## config.mk

```make
export PLATFORM = sky130hd
export DESIGN_NAME = ntsc_timing_gen_flat
export DESIGN_NICKNAME = d
export VERILOG_FILES = /design/src/rtl/ntsc_timing_pkg.sv /design/src/rtl/ntsc_timing_if.sv /design/src/rtl/ntsc_hcount.sv /design/src/rtl/ntsc_timing_gen.sv /design/src/flat_wrapper.sv
export SDC_FILE = /design/constraint.sdc
export NUM_CORES = 1
export LEC_CHECK = 0
export CAP_MARGIN = 30
export CORE_ASPECT_RATIO = 1.1
export CORE_MARGIN = 2
export CORE_UTILIZATION = 28
export DETAILED_ROUTE_END_ITERATION = 10
export MAX_ROUTING_LAYER = met4
export PLACE_DENSITY = 0.48
export SYNTH_ARGS = -nofsm -noshare
export SYNTH_HDL_FRONTEND = slang
export SYNTH_SLANG_ARGS = --single-unit
```

## constraint.sdc

```tcl
create_clock -name clk -period 2.22 [get_ports clk]
set_input_delay 0.555 -clock clk [delete_from_list [all_inputs] [get_ports clk]]
set_output_delay 0.555 -clock clk [all_outputs]
set_load 0.01 [all_outputs]
```

## src/rtl/ntsc_timing_pkg.sv

```systemverilog
// Shared constants and types for the NTSC 240p raster timing generator.
package ntsc_timing_pkg;

  localparam int DEF_CLK_DIV       = 5;
  localparam int DEF_H_TOTAL       = 3178;
  localparam int DEF_H_SYNC        = 235;
  localparam int DEF_H_EQ          = 118;
  localparam int DEF_H_ACT_START   = 470;
  localparam int DEF_H_ACT_PIX     = 512;
  localparam int DEF_H_BURST_START = 265;
  localparam int DEF_H_BURST_LEN   = 126;
  localparam int DEF_V_TOTAL       = 262;
  localparam int DEF_V_ACT_START   = 20;
  localparam int DEF_V_ACT_LINES   = 240;

  localparam int H_HALF = DEF_H_TOTAL / 2;

  localparam int X_W = 10;
  localparam int Y_W = 9;

  typedef enum logic [1:0] {LT_EQ, LT_VS, LT_NORMAL} line_type_t;

endpackage

```

## src/rtl/ntsc_timing_if.sv

```systemverilog
// Video timing bundle: coordinates, active flag, composite sync, burst gate
// and frame strobe. The generator drives it, the encoder/pattern side reads it.
interface ntsc_timing_if;
  import ntsc_timing_pkg::*;

  logic [X_W-1:0] x;
  logic [Y_W-1:0] y;
  logic           active_video;
  logic           sync_n;
  logic           burst_gate;
  logic           frame_start;

  modport master (output x, y, active_video, sync_n, burst_gate, frame_start);
  modport slave  (input  x, y, active_video, sync_n, burst_gate, frame_start);
endinterface

```

## src/rtl/ntsc_hcount.sv

```systemverilog
// Horizontal counter with the pixel divider. x is built by counting divider
// wraps so no divide appears in the datapath; both are held at 0 outside
// the active window so each window starts clean.
module ntsc_hcount
  import ntsc_timing_pkg::*;
#(
  parameter int H_TOTAL     = DEF_H_TOTAL,
  parameter int H_ACT_START = DEF_H_ACT_START,
  parameter int H_ACT_PIX   = DEF_H_ACT_PIX,
  parameter int CLK_DIV     = DEF_CLK_DIV,
  parameter int HW          = $clog2(H_TOTAL)
) (
  input  logic           clk,
  input  logic           rst_n,
  input  logic           line_act,
  output logic [HW-1:0]  h_cnt,
  output logic           eol,
  output logic           in_win,
  output logic [X_W-1:0] x_next
);

  localparam int H_ACT_END = H_ACT_START + CLK_DIV * H_ACT_PIX;
  localparam int DW = (CLK_DIV > 1) ? $clog2(CLK_DIV) : 1;
  localparam logic [DW-1:0] DIV_LAST = DW'(CLK_DIV - 1);

  logic [DW-1:0]  pix_div;
  logic [X_W-1:0] x_cnt;
  int             h;

  // Decode the current horizontal position.
  always_comb begin
    h      = int'(h_cnt);
    eol    = (h == H_TOTAL - 1);
    in_win = line_act && (h >= H_ACT_START) && (h < H_ACT_END);
    x_next = in_win ? x_cnt : '0;
  end

  // Advance the line counter and the pixel divider / column counter.
  always_ff @(posedge clk) begin
    if (!rst_n) begin
      h_cnt   <= '0;
      pix_div <= '0;
      x_cnt   <= '0;
    end else begin
      h_cnt <= eol ? '0 : h_cnt + 1'b1;
      if (!in_win) begin
        pix_div <= '0;
        x_cnt   <= '0;
      end else if (pix_div == DIV_LAST) begin
        pix_div <= '0;
        x_cnt   <= x_cnt + 1'b1;
      end else begin
        pix_div <= pix_div + 1'b1;
      end
    end
  end

endmodule

```

## src/rtl/ntsc_timing_gen.sv

```systemverilog
// Progressive 262-line NTSC raster timing generator. Outputs are registered
// and describe the counter position of the previous clock.
// Optional feature: define NTSC_TIMING_BURST_EN to generate burst_gate;
// without it burst_gate is held at 0.
module ntsc_timing_gen
  import ntsc_timing_pkg::*;
#(
  parameter int CLK_DIV       = DEF_CLK_DIV,
  parameter int H_TOTAL       = DEF_H_TOTAL,
  parameter int H_SYNC        = DEF_H_SYNC,
  parameter int H_EQ          = DEF_H_EQ,
  parameter int H_ACT_START   = DEF_H_ACT_START,
  parameter int H_ACT_PIX     = DEF_H_ACT_PIX,
  parameter int H_BURST_START = DEF_H_BURST_START,
  parameter int H_BURST_LEN   = DEF_H_BURST_LEN,
  parameter int V_TOTAL       = DEF_V_TOTAL,
  parameter int V_ACT_START   = DEF_V_ACT_START,
  parameter int V_ACT_LINES   = DEF_V_ACT_LINES
) (
  input  logic          clk,
  input  logic          rst_n,
  ntsc_timing_if.master vid
);

  localparam int HW = $clog2(H_TOTAL);
  localparam int VW = $clog2(V_TOTAL);
  localparam int HALF_LINE = H_TOTAL / 2;

  logic [HW-1:0]  h_cnt;
  logic [VW-1:0]  v_cnt;
  logic           eol;
  logic           in_win;
  logic           line_act;
  logic           v_last;
  logic [X_W-1:0] x_next;
  logic [Y_W-1:0] y_line;
  logic           sync_next;
  logic           burst_next;
  logic           fs_next;
  line_type_t     lt;
  int             v;
  int             h;

  ntsc_hcount #(
    .H_TOTAL    (H_TOTAL),
    .H_ACT_START(H_ACT_START),
    .H_ACT_PIX  (H_ACT_PIX),
    .CLK_DIV    (CLK_DIV),
    .HW         (HW)
  ) u_hcount (
    .clk     (clk),
    .rst_n   (rst_n),
    .line_act(line_act),
    .h_cnt   (h_cnt),
    .eol     (eol),
    .in_win  (in_win),
    .x_next  (x_next)
  );

  // Per-line decode: line type, active-line flag and row index.
  always_comb begin
    v        = int'(v_cnt);
    v_last   = (v == V_TOTAL - 1);
    line_act = (v >= V_ACT_START) && (v < V_ACT_START + V_ACT_LINES);
    y_line   = Y_W'(v - V_ACT_START);
    if (v <= 2 || (v >= 6 && v <= 8)) begin
      lt = LT_EQ;
    end else if (v >= 3 && v <= 5) begin
      lt = LT_VS;
    end else begin
      lt = LT_NORMAL;
    end
  end

  // Sync, burst and frame-strobe compares for the current position.
  always_comb begin
    h          = int'(h_cnt);
    sync_next  = 1'b1;
    burst_next = 1'b0;
    fs_next    = (h == 0) && (v == 0);
    case (lt)
      LT_EQ:     sync_next = !((h < H_EQ) ||
                               (h >= HALF_LINE && h < HALF_LINE + H_EQ));
      LT_VS:     sync_next = !((h < HALF_LINE - H_SYNC) ||
                               (h >= HALF_LINE && h < H_TOTAL - H_SYNC));
      LT_NORMAL: sync_next = !(h < H_SYNC);
      default:   sync_next = 1'b1;
    endcase
`ifdef NTSC_TIMING_BURST_EN
    burst_next = (lt == LT_NORMAL) && (h >= H_BURST_START) &&
                 (h < H_BURST_START + H_BURST_LEN);
`else
    burst_next = 1'b0;
`endif
  end

  // Line counter and registered outputs; x, y and active_video move together.
  always_ff @(posedge clk) begin
    if (!rst_n) begin
      v_cnt            <= '0;
      vid.x            <= '0;
      vid.y            <= '0;
      vid.active_video <= 1'b0;
      vid.sync_n       <= 1'b1;
      vid.burst_gate   <= 1'b0;
      vid.frame_start  <= 1'b0;
    end else begin
      if (eol) begin
        v_cnt <= v_last ? '0 : v_cnt + 1'b1;
      end
      vid.x            <= x_next;
      vid.y            <= in_win ? y_line : '0;
      vid.active_video <= in_win;
      vid.sync_n       <= sync_next;
      vid.burst_gate   <= burst_next;
      vid.frame_start  <= fs_next;
    end
  end

endmodule
```

## src/flat_wrapper.sv

```systemverilog
// flat-port wrapper written by rule: the top's interface ports become plain ports
module ntsc_timing_gen_flat import ntsc_timing_pkg::*;
#(
  parameter int CLK_DIV       = DEF_CLK_DIV,
  parameter int H_TOTAL       = DEF_H_TOTAL,
  parameter int H_SYNC        = DEF_H_SYNC,
  parameter int H_EQ          = DEF_H_EQ,
  parameter int H_ACT_START   = DEF_H_ACT_START,
  parameter int H_ACT_PIX     = DEF_H_ACT_PIX,
  parameter int H_BURST_START = DEF_H_BURST_START,
  parameter int H_BURST_LEN   = DEF_H_BURST_LEN,
  parameter int V_TOTAL       = DEF_V_TOTAL,
  parameter int V_ACT_START   = DEF_V_ACT_START,
  parameter int V_ACT_LINES   = DEF_V_ACT_LINES
)
  (clk, rst_n, vid_x, vid_y, vid_active_video, vid_sync_n, vid_burst_gate, vid_frame_start);
  ntsc_timing_if vid_i ();
  input  logic clk;
  input  logic rst_n;
  output wire logic [$bits(vid_i.x)-1:0] vid_x;
  output wire logic [$bits(vid_i.y)-1:0] vid_y;
  output wire logic [$bits(vid_i.active_video)-1:0] vid_active_video;
  output wire logic [$bits(vid_i.sync_n)-1:0] vid_sync_n;
  output wire logic [$bits(vid_i.burst_gate)-1:0] vid_burst_gate;
  output wire logic [$bits(vid_i.frame_start)-1:0] vid_frame_start;
  assign vid_x = vid_i.x;
  assign vid_y = vid_i.y;
  assign vid_active_video = vid_i.active_video;
  assign vid_sync_n = vid_i.sync_n;
  assign vid_burst_gate = vid_i.burst_gate;
  assign vid_frame_start = vid_i.frame_start;
  ntsc_timing_gen #(.CLK_DIV(CLK_DIV), .H_TOTAL(H_TOTAL), .H_SYNC(H_SYNC), .H_EQ(H_EQ), .H_ACT_START(H_ACT_START), .H_ACT_PIX(H_ACT_PIX), .H_BURST_START(H_BURST_START), .H_BURST_LEN(H_BURST_LEN), .V_TOTAL(V_TOTAL), .V_ACT_START(V_ACT_START), .V_ACT_LINES(V_ACT_LINES)) u_core (.clk(clk), .rst_n(rst_n), .vid(vid_i));
endmodule
```

### Word-level counts from Yosys, hierarchy flattened

Index checks and enable logic that the tools add are counted.

* register bits: 56
* latch bits: 0
* bits in writable memories: 0
* bits in read-only memories: 0
* input port bits: 2
* output and inout port bits: 23
* word-level logic and storage cells: 60
* memories: 0

* add/sub/neg operators: 5
* multipliers: 0
* divide/modulo/power cells: 0
* $lt $le $gt $ge: 15
* equality and inequality tests: 5
* shift operators: 0
* muxes and demuxes: 4
* bitwise operators: 2
* reductions and logical operators: 20

Operators by type and width (count)
* 32-bit logical NOT: 1
* 12-bit by 11-bit < comparator with 1-bit output, second input constant: 2
* 12-bit < comparator, second input constant: 2
* 12-bit by 1-bit adder with 12-bit output, second input constant: 1
* 12-bit by 11-bit equality test with 1-bit output, second input constant: 1
* 12-bit by 11-bit >= comparator with 1-bit output, second input constant: 1
* 12-bit by 9-bit >= comparator with 1-bit output, second input constant: 1
* 12-bit logical NOT: 1
* 12-bit by 7-bit < comparator with 1-bit output, second input constant: 1
* 12-bit by 8-bit < comparator with 1-bit output, second input constant: 1
* 10-bit by 1-bit adder with 10-bit output, second input constant: 1
* 9-bit by 1-bit adder with 9-bit output, second input constant: 1
* 9-bit equality test, second input constant: 1
* 9-bit by 2-bit >= comparator with 1-bit output, second input constant: 1
* 9-bit by 3-bit >= comparator with 1-bit output, second input constant: 1
* 9-bit by 5-bit >= comparator with 1-bit output, second input constant: 1
* 9-bit by 2-bit <= comparator with 1-bit output, second input constant: 1
* 9-bit by 3-bit <= comparator with 1-bit output, second input constant: 1
* 9-bit by 4-bit <= comparator with 1-bit output, second input constant: 1
* 9-bit < comparator, second input constant: 1
* 9-bit two-way mux: 1
* 9-bit by 5-bit subtractor with 9-bit output, second input constant: 1
* 1-bit logical AND: 8
* 2-bit two-way mux: 2
* other kinds (12): 17

### Longest topological paths before layout

Gate-level depths: netlist of the first run.

* depth in word-level cells: 6
* mapped depth: 8
* mapped depth without buffers: 7

### By module

Synthesis of the first run repeated with hierarchy kept, for this count alone.

* cells, all modules: 317
* area, all modules: 2777.7 um^2

By module, submodules not included
* ntsc_timing_gen: instances 1, cells an instance 171, area an instance 1481.4 um^2, sequential area each 620.6 um^2
* ntsc_hcount: instances 1, cells an instance 146, area an instance 1296.2 um^2, sequential area each 500.5 um^2

### Worst setup path after synthesis of the first run

Ideal clock, no wire load.

* path kind: reg-to-reg
* start: register u_core.v_cnt[3]
* end: register u_core.u_hcount.x_cnt[0]
* setup time: 132 ps
* arrival: 1744 ps
* data required time: 2088 ps
* slack: 344 ps
* cell stages (with the launch flop): 9
* path buffers: 1
* clock period less this slack: 1876 ps
* path through: dfxtp_1 inv_1 ha_1 nor3b_1 o21ai_0 a21oi_1 o22ai_1 clkbuf_1 nor3_1

* longest elaborated chain between the ends: 5
* elaborated cells on any way between the ends: 6
* classes of those cells: 2 x order compare; 4 x reduce/logical

RTL lines
* start, declared: line ntsc_timing_gen.sv:30 `logic [VW-1:0] v_cnt;`
* start signal, assigned: line ntsc_timing_gen.sv:109 `v_cnt <= v_last ? '0 : v_cnt + 1'b1;`
* 9-bit by 5-bit >= comparator with 1-bit output or 9-bit < comparator (tied branches): line ntsc_timing_gen.sv:64 `line_act = (v >= V_ACT_START) && (v < V_ACT_START + V_ACT_LINES);`
* 1-bit logical AND *: line ntsc_timing_gen.sv:64
* 1-bit logical AND * (2 in a row): line ntsc_hcount.sv:34 `in_win = line_act && (h >= H_ACT_START) && (h < H_ACT_END);`
* 2-bit AND reduction (no source line) *
* end signal, assigned: line ntsc_hcount.sv:51 `x_cnt <= x_cnt + 1'b1;`
* end, declared: line ntsc_hcount.sv:27 `logic [X_W-1:0] x_cnt;`

Every way passes the cells marked *; elsewhere a longest branch is shown, timed or not.
A chain may end at the register's enable or synchronous reset.

### Final worst setup path of the first run

* start: register u_core.u_hcount.h_cnt[0]
* end: register u_core.u_hcount.h_cnt[6]

* longest elaborated chain between the ends: 2
* elaborated cells on any way between the ends: 3
* classes of those cells: 1 x add/sub; 1 x eq/ne; 1 x reduce/logical

RTL lines
* start, declared: line ntsc_hcount.sv:16 `output logic [HW-1:0] h_cnt,`
* start signal, assigned: line ntsc_hcount.sv:45 `h_cnt <= eol ? '0 : h_cnt + 1'b1;`
* branches (longest 2 deep; another with 12-bit by 1-bit adder with 12-bit output)

Parallel ways; which one is timed is not known.

==> impl_metrics.json, run 1 <==
{
  "run_status": "finished, final reports clean",
  "cts_made_buffers": 5,
  "globalplace.congestion": 0.839,
  "clock_network_latency_to_the_later_pin_of_the_worst_skew_pair_ns": 0.32,
  "fin_crit_share": 0.899,
  "yosys-mux-area-fraction": 0.00363,
  "dominant_combinational_cell_family_by_area_after_synthesis": "simple AND/OR/NAND/NOR gates",
  "design.die.area_um2": 10700,
  "final_util": 0.347,
  "fp.dieH_um": 108,
  "yosysTopAreaCell": "dfxtp_1",
  "detailed_place.area_um2": 3200,
  "antenna_cells_inserted": 0,
  "cts_max_path_buffers": 2,
  "achievable-frequency_mhz": 501,
  "post_synthesis_net_count": 343,
  "async_reset_ff_frac": 0,
  "antenna_found_initial": 0,
  "htreeDepth": 2,
  "worstPathMaxFanout": 11,
  "reg2reg_from": "u_core.u_hcount.h_cnt[0]$_SDFF_PP0_",
  "netlist_top_cells_count": "dfxtp_1, nor3_1, nor2_1, inv_1, nand2_1",
  "crit_path_cell_trace": "ha_1 -> nand4bb_1 -> or3_2 -> nand2_1 -> nor2_1",
  "cap_viol_max_count": 0,
  "post-route-drc-count": 0,
  "crit_path_top_delay_cell": "or3_2",
  "switching_power_of_the_nets_w": 0.000409,
  "yosysSeqAreaShare": 0.407,
  "hpwl_mm": 4.43,
  "p_per_area_nw_per_um2": 510,
  "post_synth_main_area_contributors": "dfxtp_1, ha_1, nor3_1",
  "synth.most_common_cell": "dfxtp_1",
  "crit_arrival_ns": 2.20,
  "yosys.area_share.simple": 0.266,
  "first_global_vias": 2088,
  "hold_path.startpoint": "u_core.u_hcount.pix_div[0]$_SDFF_PP0_",
  "ant_nets": 0,
  "worst-endpoint-required_ns": 2.42,
  "synth-edff-count": 0,
  "worst_ir_drop_vdd_uv": 217,
  "post_cts_resized": 0,
  "drive_above_1_share": 0.0994,
  "pwr-share-comb": 0.042,
  "instance_count_after_placement_with_tap_cells_included": 461,
  "final_cells": 469,
  "internal_power_contribution_w": 0.00127,
  "placeableCoreArea_um2": 9490,
  "synthesis.instances": 325,
  "timing.final.crit_period_ns": 2.00,
  "setup_viol": 0,
  "first_pass_grt_wire_length_mm": 10.3,
  "finalWirelength_mm": 6.08,
  "port_bufs": 23,
  "synthAdderAreaFrac": 0.0726,
  "final_area_um2": 3290,
  "tritoncts": "yes",
  "grt_start_max_net_pins": 34,
  "totalNegativeSetupSlack_ns": 0,
  "io_pins": 25,
  "grt_util_all_layers": 0.124,
  "post-synth-top-area-fraction": 0.407,
  "final_net_count": 369,
  "total_vias_in_the_final_route": 2236,
  "type_of_the_worst_setup_path": "reg2reg",
  "maxSlewHeadroom": 0.535,
  "cts.hold.buffers_added": 0,
  "wl_per_cell_um": 13.0,
  "synthXorXnorAreaFrac": 0.0921,
  "cp-end-kind": "flip-flop",
  "cts_root_buffer": "clkbuf_8",
  "seq_power_share": 0.607,
  "synthesis.yosys.warnings": 0,
  "holdCritPathClass": "reg2reg",
  "drt_iter0_markers": 60,
  "rows": 37,
  "tightest_slew_ns": 0.696,
  "grt_overflow_total": 0,
  "switching_share": 0.244,
  "cpPeakStageDelay_ns": 0.55,
  "p_clk_frac": 0.351,
  "r2r_setup_slk_ns": 0.22,
  "synthesis.area_per_instance_um2": 8.48,
  "slew_viols_final": 0,
  "final_hold_viol_count": 0,
  "post_layout_total_power_w": 0.00168,
  "grt_setup_unrepaired": "false",
  "critical_path.startpoint_type": "flip-flop",
  "leakagePower_nw": 1.22,
  "timing.clock.skew_ns": 0.00865,
  "vias_per_cell": 4.77,
  "area_growth_pct": 19.4,
  "clock_sink_total": 56,
  "syn-cell-area_um2": 2760,
  "synth_top_flop_cell": "dfxtp_1",
  "synth_seq_cells": 56,
  "netlist-cell-type-count": 49,
  "initial_core_util": 0.290,
  "synth_compound_gate_area_share": 0.0903,
  "die-width_um": 98.6,
  "worst_setup_hold_path_clk_slew_ns": 0.11,
  "crit_start": "u_core.u_hcount.h_cnt[0]$_SDFF_PP0_",
  "drt_pre_antenna_iters": 4,
  "post-cts-setup-buffer-count": 0
}
## layer usage
layer	up-vias	global-route usage	wire length (um)
met1	1033	0.159	2990
li1	1149	-	-
met3	9	0.0239	205
met4	0	0.0440	92
met2	45	0.195	2790
met5	-	-	0
## critical path: cells and delay by family (launching register included)
family / cells / cell delay, ns
fa+ha+maj: 1 / 0.21
flops: 1 / 0.46
simple gates: 4 / 1.20
## flip-flops by register name, summed over array words and instances (netlist names)
register,count
u_core.vid.x,10
u_core.vid.y,9
u_core.vid.active_video,1
u_core.u_hcount.h_cnt,12
u_core.u_hcount.x_cnt,10
u_core.u_hcount.pix_div,3
u_core.vid.frame_start,1
u_core.v_cnt,9
u_core.vid.sync_n,1
## kinds of logic (layout without fill, tap and decap cells)
logic type / after synthesis / after routing
flops: 56 / 56
mux: 1 / 1
fa+ha+maj: 16 / 16
other cells: 1 / 1
simple gates: 140 / 140
buf+inv: 45 / 72
compound gates: 37 / 37
xor+xnor: 29 / 29
## placed cells by master (no fill, tap or decap), types with 3 or more instances in the layout
master            n
dfxtp_1          56
nand4_1           9
clkdlybuf4s50_1  23
ha_1             16
xnor2_1          21
or3_1             3
buf_4            16
o21ai_0           6
clkbuf_8          5
nand2_1          23
inv_1            24
nor4_1            5
nand3_1          12
nor3_1           38
and3_1            7
a21oi_1          10
xor2_1            8
nor2_1           27
## stage by stage
stage | hold WS (ns) | setup WS [ns]
after global routing | 0.489 | 0.0372
after global placement | 0.452 | 0.247
after detailed placement | 0.456 | 0.184
final | 0.473 | 0.224
after CTS | 0.473 | 0.165
after floorplan | 0.432 | 0.344
## final cells by class
type,instances,area (um2)
Timing Repair Buffer,40,370
Multi-Input combinational cell,224,1470
Inverter,24,90.1
Clock buffer,5,68.8
Sequential cell,56,1120
Clock inverter,3,22.5
Fill cell,975,6200
Tap cell,117,146
## power by group through the flow
stage | clock network [W] | logic, W | registers, W
3_3_place_gp | 0 | 0.0000713 | 0.00104
2_1_floorplan | 0 | 0.0000447 | 0.00104
6_report | 0.000589 | 0.0000706 | 0.00102
3_5_place_dp | 0 | 0.0000715 | 0.00104
5_1_grt | 0.000654 | 0.0000790 | 0.00102
4_1_cts | 0.000613 | 0.0000722 | 0.00102
## final timing paths
kind | endpoint | cells after the start
max | u_core.u_hcount.h_cnt[6]$_SDFF_PP0_ | 5
min | u_core.u_hcount.pix_div[0]$_SDFF_PP0_ | 1
max reg2reg | u_core.u_hcount.h_cnt[6]$_SDFF_PP0_ | 5
min reg2reg | u_core.u_hcount.pix_div[0]$_SDFF_PP0_ | 1
(Power assumes the default switching activity.)
==> run 2: changes to the inputs <==
--- a/config.mk
+++ b/config.mk
@@ -9,6 +9,7 @@
 export CORE_ASPECT_RATIO = 1.1
 export CORE_MARGIN = 2
 export CORE_UTILIZATION = 28
+export CTS_CLUSTER_DIAMETER = 150
 export DETAILED_ROUTE_END_ITERATION = 10
 export MAX_ROUTING_LAYER = met4
 export PLACE_DENSITY = 0.48
==> results of run 2 <==
Same layout as run 1: the final DEF is identical, and so are final timing and power.
==> run 3: changes to the inputs <==
--- a/config.mk
+++ b/config.mk
@@ -11,6 +11,8 @@
 export CORE_UTILIZATION = 28
 export CTS_CLUSTER_DIAMETER = 150
 export DETAILED_ROUTE_END_ITERATION = 10
+export GPL_ROUTABILITY_DRIVEN = 0
+export GPL_TIMING_DRIVEN = 0
 export MAX_ROUTING_LAYER = met4
 export PLACE_DENSITY = 0.48
 export SYNTH_ARGS = -nofsm -noshare
==> run 3 against run 2 <==
  * Hold slack worse by 0.0011 ns
  * Routed wire length is 1.6% higher
  * Final cell count rose by 0.21%
  * Largest power group unchanged
  * Combinational power fell by 6.8%
  * Register-to-register slack worse by 0.05 ns
  * Flip-flop and latch count unchanged
  * Clock-buffer cell count up 1
  * Critical endpoint is now u_core.vid.y[7]$_SDFF_PN0_
  * Sequential power hardly changed
  * Sequential share of layout area up 0.68 points
  * Global-route usage grew 0.35 points
  * First-iteration DRC count rose by 27%
==> impl_metrics.json, run 3 (synthesis gave the netlist of run 1 again) <==
{
  "run_status": "finished, final reports clean",
  "most_common_cell_after_layout_fill_and_taps_aside": "dfxtp_1",
  "worstPathMaxFanout": 10,
  "totalNegativeSetupSlack_ns": 0,
  "worst_setup_hold_path_clk_slew_ns": 0.10,
  "slew_viols_final": 0,
  "tritoncts": "yes",
  "antenna_cells_inserted": 0,
  "drive_above_1_share": 0.0907,
  "timing.final.crit_period_ns": 2.04,
  "maxSlewHeadroom": 0.435,
  "placeableCoreArea_um2": 9490,
  "grt_overflow_total": 0,
  "p_per_area_nw_per_um2": 521,
  "post-route-drc-count": 0,
  "largest_register_ff_count": 12,
  "setup_viol": 0,
  "detailedPlace.worstSlack_ns": -0.113,
  "grt_util_all_layers": 0.127,
  "wl_per_cell_um": 13.1,
  "vias_per_cell": 4.74,
  "first_global_vias": 2218,
  "cap_viol_max_count": 0,
  "post-route-worst-setup-slack_ns": 0.177,
  "reg_top3": "u_core.u_hcount.h_cnt: 12 flops, u_core.u_hcount.x_cnt: 10 flops, u_core.vid.x: 10 flops",
  "critPathTopFamily": "compound AO/OA/AOI/OAI gates",
  "htreeDepth": 2,
  "design.die.area_um2": 10700,
  "cts_max_path_buffers": 2,
  "drt_iter0_markers": 76,
  "cp-end-kind": "flip-flop",
  "holdCritPathClass": "reg2reg",
  "crit_arrival_ns": 2.23,
  "post_layout_total_power_w": 0.00169,
  "grt_setup_unrepaired": "false",
  "drt_pre_antenna_iters": 4,
  "io_pins": 25,
  "hpwl_mm": 4.48,
  "cts_made_buffers": 5,
  "final_hold_viol_count": 0,
  "worst_ir_drop_vdd_uv": 220,
  "first_pass_grt_wire_length_mm": 10.7,
  "tightest_slew_ns": 0.840,
  "crit_path_top_delay_cell": "dfxtp_1",
  "cts.hold.buffers_added": 0,
  "fp.dieH_um": 108,
  "leakagePower_nw": 1.15,
  "die-width_um": 98.6,
  "fin_crit_share": 0.920,
  "total_vias_in_the_final_route": 2229,
  "port_bufs": 22,
  "clock_network_latency_to_the_later_pin_of_the_worst_skew_pair_ns": 0.31,
  "crit_path_cell_trace": "inv_1 -> ha_1 -> o21a_1 -> o21ai_0 -> a21oi_1 -> o22ai_2 -> clkbuf_2 -> nor3_1",
  "critical_path.startpoint_type": "flip-flop",
  "antenna_found_initial": 0,
  "final_net_count": 370,
  "mostFrequentLayoutCells": "dfxtp_1, nor3_1, nor2_1",
  "finalWirelength_mm": 6.18,
  "grt_start_max_net_pins": 18,
  "initial_core_util": 0.290,
  "ant_nets": 0,
  "rows": 37,
  "worst-endpoint-required_ns": 2.41,
  "area_growth_pct": 17.5,
  "clock_sink_total": 56,
  "largest-register": "u_core.u_hcount.h_cnt",
  "cpPeakStageDelay_ns": 0.46,
  "achievable-frequency_mhz": 489,
  "timing.critical_path.buf_inv": 2,
  "timing.hold.ws_ns": 0.472,
  "cts_root_buffer": "clkbuf_8",
  "type_of_the_worst_setup_path": "reg2reg",
  "timing.clock.skew_ns": 0.0114
}
[run 3: cell type report]
type                            count  area [um2]
Tap cell                          117         146
Clock buffer                        6        82.6
Multi-Input combinational cell    224        1460
Clock inverter                      2        15.0
Inverter                           24        90.1
Timing Repair Buffer               22         220
Buffer                             19        96.3
Sequential cell                    56        1120
Fill cell                        1031        6250
[run 3: report_power, final]
part           internal, W  switching, W
Sequential         0.00101    0.00000829
Combinational    0.0000269     0.0000390
Clock             0.000254      0.000348
[run 3: final timing paths]
kind / startpoint / end / slack (ns) / cells past startpoint
worst max register to register: u_core.u_hcount.h_cnt[0]$_SDFF_PP0_ / u_core.vid.y[7]$_SDFF_PN0_ / 0.18 / 8
worst min register to register: u_core.u_hcount.x_cnt[5]$_SDFFE_PN0P_ / u_core.vid.x[5]$_SDFF_PN0_ / 0.47 / 2
worst min-delay path: u_core.u_hcount.x_cnt[5]$_SDFFE_PN0P_ / u_core.vid.x[5]$_SDFF_PN0_ / 0.47 / 2
worst max-delay path: u_core.u_hcount.h_cnt[0]$_SDFF_PP0_ / u_core.vid.y[7]$_SDFF_PN0_ / 0.18 / 8
[run 3: what timing repair did]
item,in CTS,in global routing
buffers inserted,0,0
gates cloned,0,0
resized for setup,5,9
setup endpoints to repair,30,48
endpoints found under the hold margin,0,0
[run 3: stage by stage]
step,cells,utilization,area (um2)
final,470,0.341,3240
after global routing,470,0.341,3240
after CTS,472,0.341,3240
after detailed placement,464,0.329,3120
after global placement,464,0.329,3120
after floorplan,325,-,2760
[run 3: per-layer routing]
layer,wire (um),vias up,global-route usage
met1,3050,1034,0.157
met5,0,-,-
met2,2900,33,0.213
met4,36,0,0.0372
li1,-,1160,-
met3,186,2,0.0239
[run 3: worst register-to-register path: stages (launching register included)]
cell,delay [ns]
dfxtp_1,0.46
inv_1,0.12
ha_1,0.21
o21a_1,0.18
o21ai_0,0.17
a21oi_1,0.11
o22ai_2,0.28
clkbuf_2,0.29
nor3_1,0.10
